==> src/rtl/posit_defines.sv <==
// Shared constants and serialized word layouts for the es=2 posit datapath.
package posit_defines;

    localparam int NBITS = 32;
    localparam int ES    = 2;

    // Largest representable |scale|: regime span (NBITS-2) weighted by 2^ES.
    localparam int MAX_SCALE = (1 << ES) * (NBITS - 2);

    localparam int POSIT_SERIALIZED_WIDTH_ES2         = 38;
    localparam int POSIT_SERIALIZED_WIDTH_PRODUCT_ES2 = 68;

    // Product fraction width (two 28-bit mantissas multiplied).
    localparam int MBITS = 56;

    // Unpacked operand: hidden bit is implied, not stored.
    typedef struct packed {
        logic              sgn;
        logic signed [7:0] scale;
        logic [26:0]       fraction;
        logic              inf;
        logic              zero;
    } value;

    // Serialized product handed to the normalize/round stage.
    typedef struct packed {
        logic              sgn;
        logic signed [8:0] scale;
        logic [MBITS-1:0]  fraction;
        logic              inf;
        logic              zero;
    } value_product;

endpackage

==> src/rtl/posit_mult_norm_clamp.sv <==
// Final-stage product normalization, scale clamp and special-value override.
module posit_mult_norm_clamp
    import posit_defines::*;
(
    input  logic                    sgn,
    input  logic signed [8:0]       ssum,
    input  logic [MBITS-1:0]        prod,
    input  logic                    inf,
    input  logic                    zero,
    output value_product            result,
    output logic                    truncated
);

    localparam logic signed [9:0] SCALE_HI = 10'(MAX_SCALE);
    localparam logic signed [9:0] SCALE_LO = -SCALE_HI;

    logic signed [9:0] scale_w;
    logic [MBITS-1:0]  frac_w;

    // Mantissa product lies in [1,4); shift out the leading one and clamp the scale.
    always_comb begin
        result    = '0;
        truncated = 1'b0;
        scale_w   = '0;
        frac_w    = '0;
        if (inf) begin
            result.inf = 1'b1;
        end else if (zero) begin
            result.zero = 1'b1;
        end else begin
            if (prod[MBITS-1]) begin
                scale_w = {ssum[8], ssum} + 10'sd1;
                frac_w  = {prod[MBITS-2:0], 1'b0};
            end else begin
                scale_w = {ssum[8], ssum};
                frac_w  = {prod[MBITS-3:0], 2'b00};
            end
            result.sgn = sgn;
            if (scale_w > SCALE_HI) begin
                result.scale    = SCALE_HI[8:0];
                result.fraction = '0;
            end else if (scale_w < SCALE_LO) begin
                result.scale    = SCALE_LO[8:0];
                result.fraction = '0;
                truncated       = 1'b1;
            end else begin
                result.scale    = scale_w[8:0];
                result.fraction = frac_w;
            end
        end
    end

endmodule

==> src/rtl/posit_mult_es2.sv <==
// Three-stage pipelined posit (32,2) multiplier with valid/ready on both sides.
module posit_mult_es2
    import posit_defines::*;
(
    input  logic                                          clk,
    input  logic                                          rst_n,
    input  logic                                          in_valid,
    output logic                                          in_ready,
    input  logic [POSIT_SERIALIZED_WIDTH_ES2-1:0]         in1,
    input  logic [POSIT_SERIALIZED_WIDTH_ES2-1:0]         in2,
    output logic                                          out_valid,
    input  logic                                          out_ready,
    output logic [POSIT_SERIALIZED_WIDTH_PRODUCT_ES2-1:0] result,
    output logic                                          truncated
);

    value a;
    value b;
    logic [27:0] mant_a;
    logic [27:0] mant_b;
    logic [41:0] pp_hi_c;
    logic [41:0] pp_lo_c;
    logic        inf_c;
    logic        zero_c;

    logic v1, v2, v3;
    logic load1, load2, load3;
    logic ready_en;

    logic              s1_sgn, s1_inf, s1_zero;
    logic signed [8:0] s1_ssum;
    logic [41:0]       s1_pp_hi, s1_pp_lo;

    logic              s2_sgn, s2_inf, s2_zero;
    logic signed [8:0] s2_ssum;
    logic [MBITS-1:0]  s2_prod;

    value_product nc_result;
    logic         nc_truncated;
    value_product result_q;
    logic         trunc_q;

    assign a = value'(in1);
    assign b = value'(in2);

    // Split B so each multiplier is 28x14 rather than one 28x28.
    assign mant_a  = {1'b1, a.fraction};
    assign mant_b  = {1'b1, b.fraction};
    assign pp_hi_c = 42'(mant_a) * 42'(mant_b[27:14]);
    assign pp_lo_c = 42'(mant_a) * 42'(mant_b[13:0]);

    // Infinity dominates zero, so inf*0 reports inf.
    assign inf_c  = a.inf | b.inf;
    assign zero_c = ~inf_c & (a.zero | b.zero);

    // A stage loads when empty or when its contents move on this cycle.
    assign load3    = ~v3 | out_ready;
    assign load2    = ~v2 | load3;
    assign load1    = ~v1 | load2;
    assign in_ready = ready_en & load1;

    assign out_valid = v3;
    assign result    = result_q;
    assign truncated = trunc_q;

    // Hold off input acceptance until the first clock after reset release.
    always_ff @(posedge clk or negedge rst_n) begin
        if (!rst_n) ready_en <= 1'b0;
        else        ready_en <= 1'b1;
    end

    // Stage 1: sign, scale sum, special flags and partial products.
    always_ff @(posedge clk or negedge rst_n) begin
        if (!rst_n) begin
            v1       <= 1'b0;
            s1_sgn   <= 1'b0;
            s1_inf   <= 1'b0;
            s1_zero  <= 1'b0;
            s1_ssum  <= '0;
            s1_pp_hi <= '0;
            s1_pp_lo <= '0;
        end else if (load1) begin
            v1 <= in_valid & in_ready;
            if (in_valid & in_ready) begin
                s1_sgn   <= a.sgn ^ b.sgn;
                s1_inf   <= inf_c;
                s1_zero  <= zero_c;
                s1_ssum  <= {a.scale[7], a.scale} + {b.scale[7], b.scale};
                s1_pp_hi <= pp_hi_c;
                s1_pp_lo <= pp_lo_c;
            end
        end
    end

    // Stage 2: recombine partial products into the full 56-bit mantissa product.
    always_ff @(posedge clk or negedge rst_n) begin
        if (!rst_n) begin
            v2      <= 1'b0;
            s2_sgn  <= 1'b0;
            s2_inf  <= 1'b0;
            s2_zero <= 1'b0;
            s2_ssum <= '0;
            s2_prod <= '0;
        end else if (load2) begin
            v2 <= v1;
            if (v1) begin
                s2_sgn  <= s1_sgn;
                s2_inf  <= s1_inf;
                s2_zero <= s1_zero;
                s2_ssum <= s1_ssum;
                s2_prod <= {s1_pp_hi, 14'b0} + {14'b0, s1_pp_lo};
            end
        end
    end

    posit_mult_norm_clamp u_norm_clamp (
        .sgn       (s2_sgn),
        .ssum      (s2_ssum),
        .prod      (s2_prod),
        .inf       (s2_inf),
        .zero      (s2_zero),
        .result    (nc_result),
        .truncated (nc_truncated)
    );

    // Stage 3: output register, held while downstream stalls.
    always_ff @(posedge clk or negedge rst_n) begin
        if (!rst_n) begin
            v3       <= 1'b0;
            result_q <= '0;
            trunc_q  <= 1'b0;
        end else if (load3) begin
            v3 <= v2;
            if (v2) begin
                result_q <= nc_result;
                trunc_q  <= nc_truncated;
            end
        end
    end

endmodule

==> config.mk <==
export PLATFORM = sky130hd
export DESIGN_NAME = posit_mult_es2
export DESIGN_NICKNAME = d
export VERILOG_FILES = /design/src/rtl/posit_defines.sv /design/src/rtl/posit_mult_norm_clamp.sv /design/src/rtl/posit_mult_es2.sv
export SDC_FILE = /design/constraint.sdc
export NUM_CORES = 2
export LEC_CHECK = 0
export ABC_AREA = 1
export CORE_MARGIN = 5
export CORE_UTILIZATION = 36
export DETAILED_ROUTE_END_ITERATION = 7
export PLACE_DENSITY_LB_ADDON = 0.05
export SKIP_LAST_GASP = 1
export SLEW_MARGIN = 20
export SYNTH_ARGS = -nofsm -noshare
export SYNTH_HDL_FRONTEND = slang
export SYNTH_SLANG_ARGS = --single-unit
==> constraint.sdc <==
create_clock -name clk -period 2.82 [get_ports clk]
set_input_delay 0.705 -clock clk [delete_from_list [all_inputs] [get_ports clk]]
set_output_delay 0.705 -clock clk [all_outputs]
set_load 0.02 [all_outputs]
* After elaboration in Yosys (flattened, before gate mapping)
Cells that the tools add are included.
Cells by class: mux-type cells 15, bitwise logic cells 13, add/subtract/negate cells 3, reductions and logical operators 3, multiply operators 2, order comparisons 2
Operators by type and width (number):
- two-way mux 66 bit | 2
- two-way mux 65 bit | 2
- multiplier 28 x 14 -> 42 bit | 2
- adder 56 x 42 -> 56 bit | 1
- two-way mux 56 bit | 1
- two-way mux 10 bit | 3
- adder 9 x 2 -> 10 bit, second input constant | 1
- greater-than comparator 10 x 8 -> 1 bit, second input constant | 1
- less-than comparator 10 x 8 -> 1 bit, second input constant | 1
- adder 8 x 8 -> 9 bit | 1
- two-way mux 1 bit | 7
- AND reduction 2 bit | 3
- bitwise OR 1 bit | 5
- NOT 1 bit | 4
- bitwise AND 1 bit | 3
- XOR 1 bit | 1
Word-level totals: logic and storage cells 59, register bits 237, bits of input ports 80

* Logic depth before layout (Yosys ltp)
depth after elaboration 9, mapped depth 30, mapped depth without buffers 28

* Modules after synthesis
A second synthesis with hierarchy kept.
Unflattened totals: cell total of the unflattened synthesis 5582, area total of the unflattened synthesis 40617.7 sq um
By module, submodules not included:
- posit_mult_es2 | cells each 5233, instances 1, area an instance 38864.8 sq um
- posit_mult_norm_clamp | cells each 349, instances 1, area an instance 1752.9 sq um

* Worst setup path after synthesis
No wires, ideal clock.
kind in2reg, start point input in2[21], end point register s1_pp_hi[25], arrival time 5655 ps, path buffers 2, required time 2702 ps, setup time 118 ps, slack -2953 ps, stages 22, path through clkbuf_1 -> clkbuf_1 -> nand2_1 -> fa_1 -> fa_1 -> inv_1 -> fa_1 -> fa_1 -> fa_1 -> inv_1 -> fa_1 -> inv_1 -> ha_1 -> nand2_1 -> inv_1 -> a21oi_1 -> nand2_1 -> nand2_1 -> nand3_1 -> or2_2 -> nand3_1 -> nand2_1
On the way: cells in the longest elaborated chain, start to end 1
Ends and longest elaborated chain:
- start: declaration | line posit_mult_es2.sv:10 | input logic [POSIT_SERIALIZED_WIDTH_ES2-1:0] in2,
- multiplier 28 x 14 -> 42 bit | line posit_mult_es2.sv:49 | assign pp_hi_c = 42'(mant_a) * 42'(mant_b[27:14]);
- end signal: assignment | line posit_mult_es2.sv:89 | s1_pp_hi <= pp_hi_c;
- end: declaration | line posit_mult_es2.sv:32 | logic [41:0] s1_pp_hi, s1_pp_lo;
No other way between the ends. A chain may end at the register's enable or synchronous reset.

* Worst setup path after layout
start point input in2[5], end point register s1_pp_lo[37]
On the way: cells in the longest elaborated chain, start to end 1
Ends and longest elaborated chain:
- multiplier 28 x 14 -> 42 bit | line posit_mult_es2.sv:50 | assign pp_lo_c = 42'(mant_a) * 42'(mant_b[13:0]);
- end signal: assignment | line posit_mult_es2.sv:90 | s1_pp_lo <= pp_lo_c;
- end: declaration | line posit_mult_es2.sv:32
No other way between the ends.

==> key figures <==
Run status
  – Status: complete, but fails checks
  – Failing checks: setup timing

Synthesis
  – Synth top cells by count: nand2_1, inv_1, fa_1
  – Nets in the synthesized netlist: 6,308
  – Netlist Area Pre-Place: ~40,000 µm²
  – Portion of the post-synthesis area used by sequential elements: 15.19%
  – Simple-gate share of the synthesized area: 24.42%
  – YS warnings: 0
  – FFs w/ async S/R, synth: 100.0%
  – Post-synthesis mux area share: 0%
  – Post-synth cell types: 43
  – Most frequent cell after synthesis: nand2_1
  – Adder-cell area share of the yosys netlist: between 30% and 40%
  – Synthesized-area fraction occupied by xor and xnor cells: around 1.2%
  – Count of state elements after synthesis: 236
  – Area contributors post-synth: fa_1, nand2_1, dfrtp_1, inv_1, ha_1
  – Post-Synthesis Cells: between 5k and 6k
  – Count of flip-flops with a built-in enable after synthesis: 0
  – Synthesized-area fraction occupied by ao, oa, aoi and oai cells: 4.596%
  – Combinational family with the most area after synthesis: adder cells
  – Post-synthesis area per instance: 7.253 µm²
  – Most common flop cell mapped by yosys: dfrtp_1
  – Cell taking the most area after synthesis: fa_1
  – Area share of the leading cell type in the synthesized netlist: 31.93%

Critical path
  – Critical Path Most Common Cell: fa_1
  – Worst setup path class: input port to register
  – Critical path data required time: around 3.2 ns
  – Nature of the critical path startpoint: input port
  – Critical Path AT: around 5.8 ns
  – Startpoint of the worst-slack reg-to-reg timing path: s1_pp_lo[27]
  – Max stage delay on crit path: 0.52 ns
  – Maximum fanout along the worst path: 6
  – Startpoint of the worst setup timing path: in2[5]
  – Cell at the slowest stage of the critical path: fa_1
  – Register-to-Register Setup Slack: slightly above 0.5 ns
  – Nature of the critical path endpoint: register

Run
  – Max-cap violations: 0

Detailed routing
  – Antenna-violating nets left: 0
  – Violation count after the first detailed-route iteration: approximately 2.1k
  – Detailed-router iteration count before antenna repair: 8
  – DRC viols: 0
  – Drt total wl: about 140,000 µm
  – Vias after detailed routing: 35.10k
  – Via density per instance: 4.699
  – Routed length per placed instance: around 19 µm

STA
  – Tcrit/Tclk final: 190.7%
  – Transition at the pin with the smallest max-transition slack: 0.7075 ns
  – Slew Limit Headroom: 52.83%
  – Setup repair after global routing missed its margin: yes
  – Worst Clk Skew: 0.02089 ns
  – Post-layout min period: 5.378 ns
  – Total count of hold-check failures in the final report: 0
  – Slack of the critical path: -2.558 ns
  – Final setup violating endpoints: 76
  – Highest clock frequency the design can meet: 186.0 MHz
  – Number of pins with negative max-slew slack in the final report: 0

Final layout
  – Diode count: 0
  – Area of all placed cells without fillers: 55,070 µm²
  – Synth-to-layout area growth: 41.65%
  – Number of nets in the final layout: around 7k
  – Share of final-layout standard cells stronger than drive strength 1: 28.78%
  – Filler cell count: 10.43k

Floorplan
  – Starting Density: 36.26%
  – Top-level I/O count: 151
  – # rows: 120
  – Core footprint: 107,200 µm²
  – Die Span Y: approximately 340 µm
  – Die Outline Area: between 100,000 and 150,000 µm²
  – Horiz. Die Dim: 338.6 µm

Global route
  – Total routing resource utilization after global routing: 24.15%
  – Largest net degree at the start of global routing: 68
  – Initial antenna violation count: 0
  – First-pass GRT wire length: 216,800 µm
  – GRT Residual Overflow: 0
  – Number of global-route vias before repair: 36.46k

Min path
  – Type of the worst min-delay path: input port to async pin

Clock network
  – Later-pin clock latency in the skew report: approximately 0.53 ns
  – Maximum count of clock buffers along a single path: 3
  – CTS sink count: 236
  – Cts hold-fix bufs: 0
  – Root Buffer Master: clkbuf_16
  – TritonCTS clock tree: done
  – Clock Pin Slew Worst Setup and Hold Paths: about 0.06 ns
  – CTS buffer count: 23
  – CTS H-tree lvls: 1

Placed design
  – Count of port buffers added during placement: between 100 and 150
  – Placed Area: 47,380 µm²
  – Sum of net half-perimeters after detailed placement: ~100,000 µm
  – Routability congestion estimate: 0.9148
[layer usage]
layer | wire, µm | vias up | GRT usage [%]
li1 | - | 17070 | -
met1 | 63450 | 17130 | 33.64
met2 | 65000 | 766 | 40.87
met3 | 6518 | 134 | 2.499
met4 | 4274 | 0 | 5.376
met5 | 0 | - | 0
[worst max-delay path: cells and delay by family]
family	cells	cell delay [ns]
adder cells (fa/ha/maj)	7	3.22
buffers and inverters	10	1.06
AND/OR/NAND/NOR	10	0.77
[cells in the final DEF, fill, tap and decap left out, types with 15 or more instances in the layout]
master / synthesis / final
nor2_4: 1 / 51
nor2_1: 203 / 129
ha_4: 0 / 80
nor3_1: 19 / 17
inv_2: 3 / 183
buf_4: 3 / 464
ha_1: 248 / 167
nand3_2: 10 / 59
fa_2: 0 / 37
nand3b_1: 26 / 26
dfrtp_1: 236 / 235
clkdlybuf4s50_1: 0 / 97
nor2_2: 2 / 26
o21ai_0: 174 / 109
nand2_2: 3 / 204
nand3_4: 0 / 20
nand2_1: 1824 / 1532
clkbuf_16: 0 / 24
buf_8: 0 / 29
buf_6: 6 / 125
a21oi_2: 0 / 36
nand4_1: 21 / 21
fa_1: 620 / 583
buf_12: 0 / 132
xnor2_1: 41 / 16
nand3_1: 233 / 164
a21oi_1: 119 / 48
nand2_4: 0 / 81
a21oi_4: 1 / 36
o21ai_1: 0 / 38
buf_16: 0 / 24
inv_1: 1267 / 1079
o21ai_2: 0 / 15
[final timing paths]
check	end	cells after the start
max in group asynchronous	result[56]	2
worst max-delay path	s1_pp_lo[37]	27
min in group clk	result[14]	2
worst min register to register	result[14]	2
worst min-delay path	result[14]	1
worst max register to register	s2_prod[45]	12
[through the flow]
step           TNS, ns  utilization, %  hold WS (ns)  setup WS [ns]  cells
6_report       -176.75           51.37        0.1306         -2.558   7470
3_3_place_gp   -250.46           44.20        0.4537         -3.701   7157
3_5_place_dp   -251.29           44.20        0.4570         -3.657   7157
5_1_grt        -189.52           51.37        0.1572         -2.752   7470
4_1_cts        -176.16           49.78        0.1334         -2.555   7432
2_1_floorplan  -175.12               -        0.4094         -2.597   5360
[state kept, by name (all words and copies together) (netlist names), 9 cells and up]
signal	flops
s1_pp_hi	42
result	67
s1_ssum	9
s2_prod	56
s2_ssum	9
s1_pp_lo	42
[area by class of cell]
type	count	area [µm²]	area share [%]
repair buffers	896	10030	18.21
multi-input cells	3624	31780	57.71
well taps	1403	1755	3.188
inverters	1270	4787	8.693
clock buffers	27	600.6	1.091
flip-flops and latches	236	5907	10.73
clock inverters	14	210.2	0.3817
[repair_timing]
item,in CTS,in global routing
setup buffers,216,52
endpoints found under the setup margin,79,78
gates resized for setup,896,437
pin swaps,415,410
gates cloned,33,1
[cell families after synthesis]
logic type               Yosys count
AO/OA/AOI/OAI                    335
other                              2
AND/OR/NAND/NOR                 2366
flip-flops                       236
buffers and inverters           1500
XOR/XNOR                          53
adder cells (fa/ha/maj)          868
Power is not shown: default switching activity piles up to over one toggle a cycle in this logic, so the estimate is an artifact.
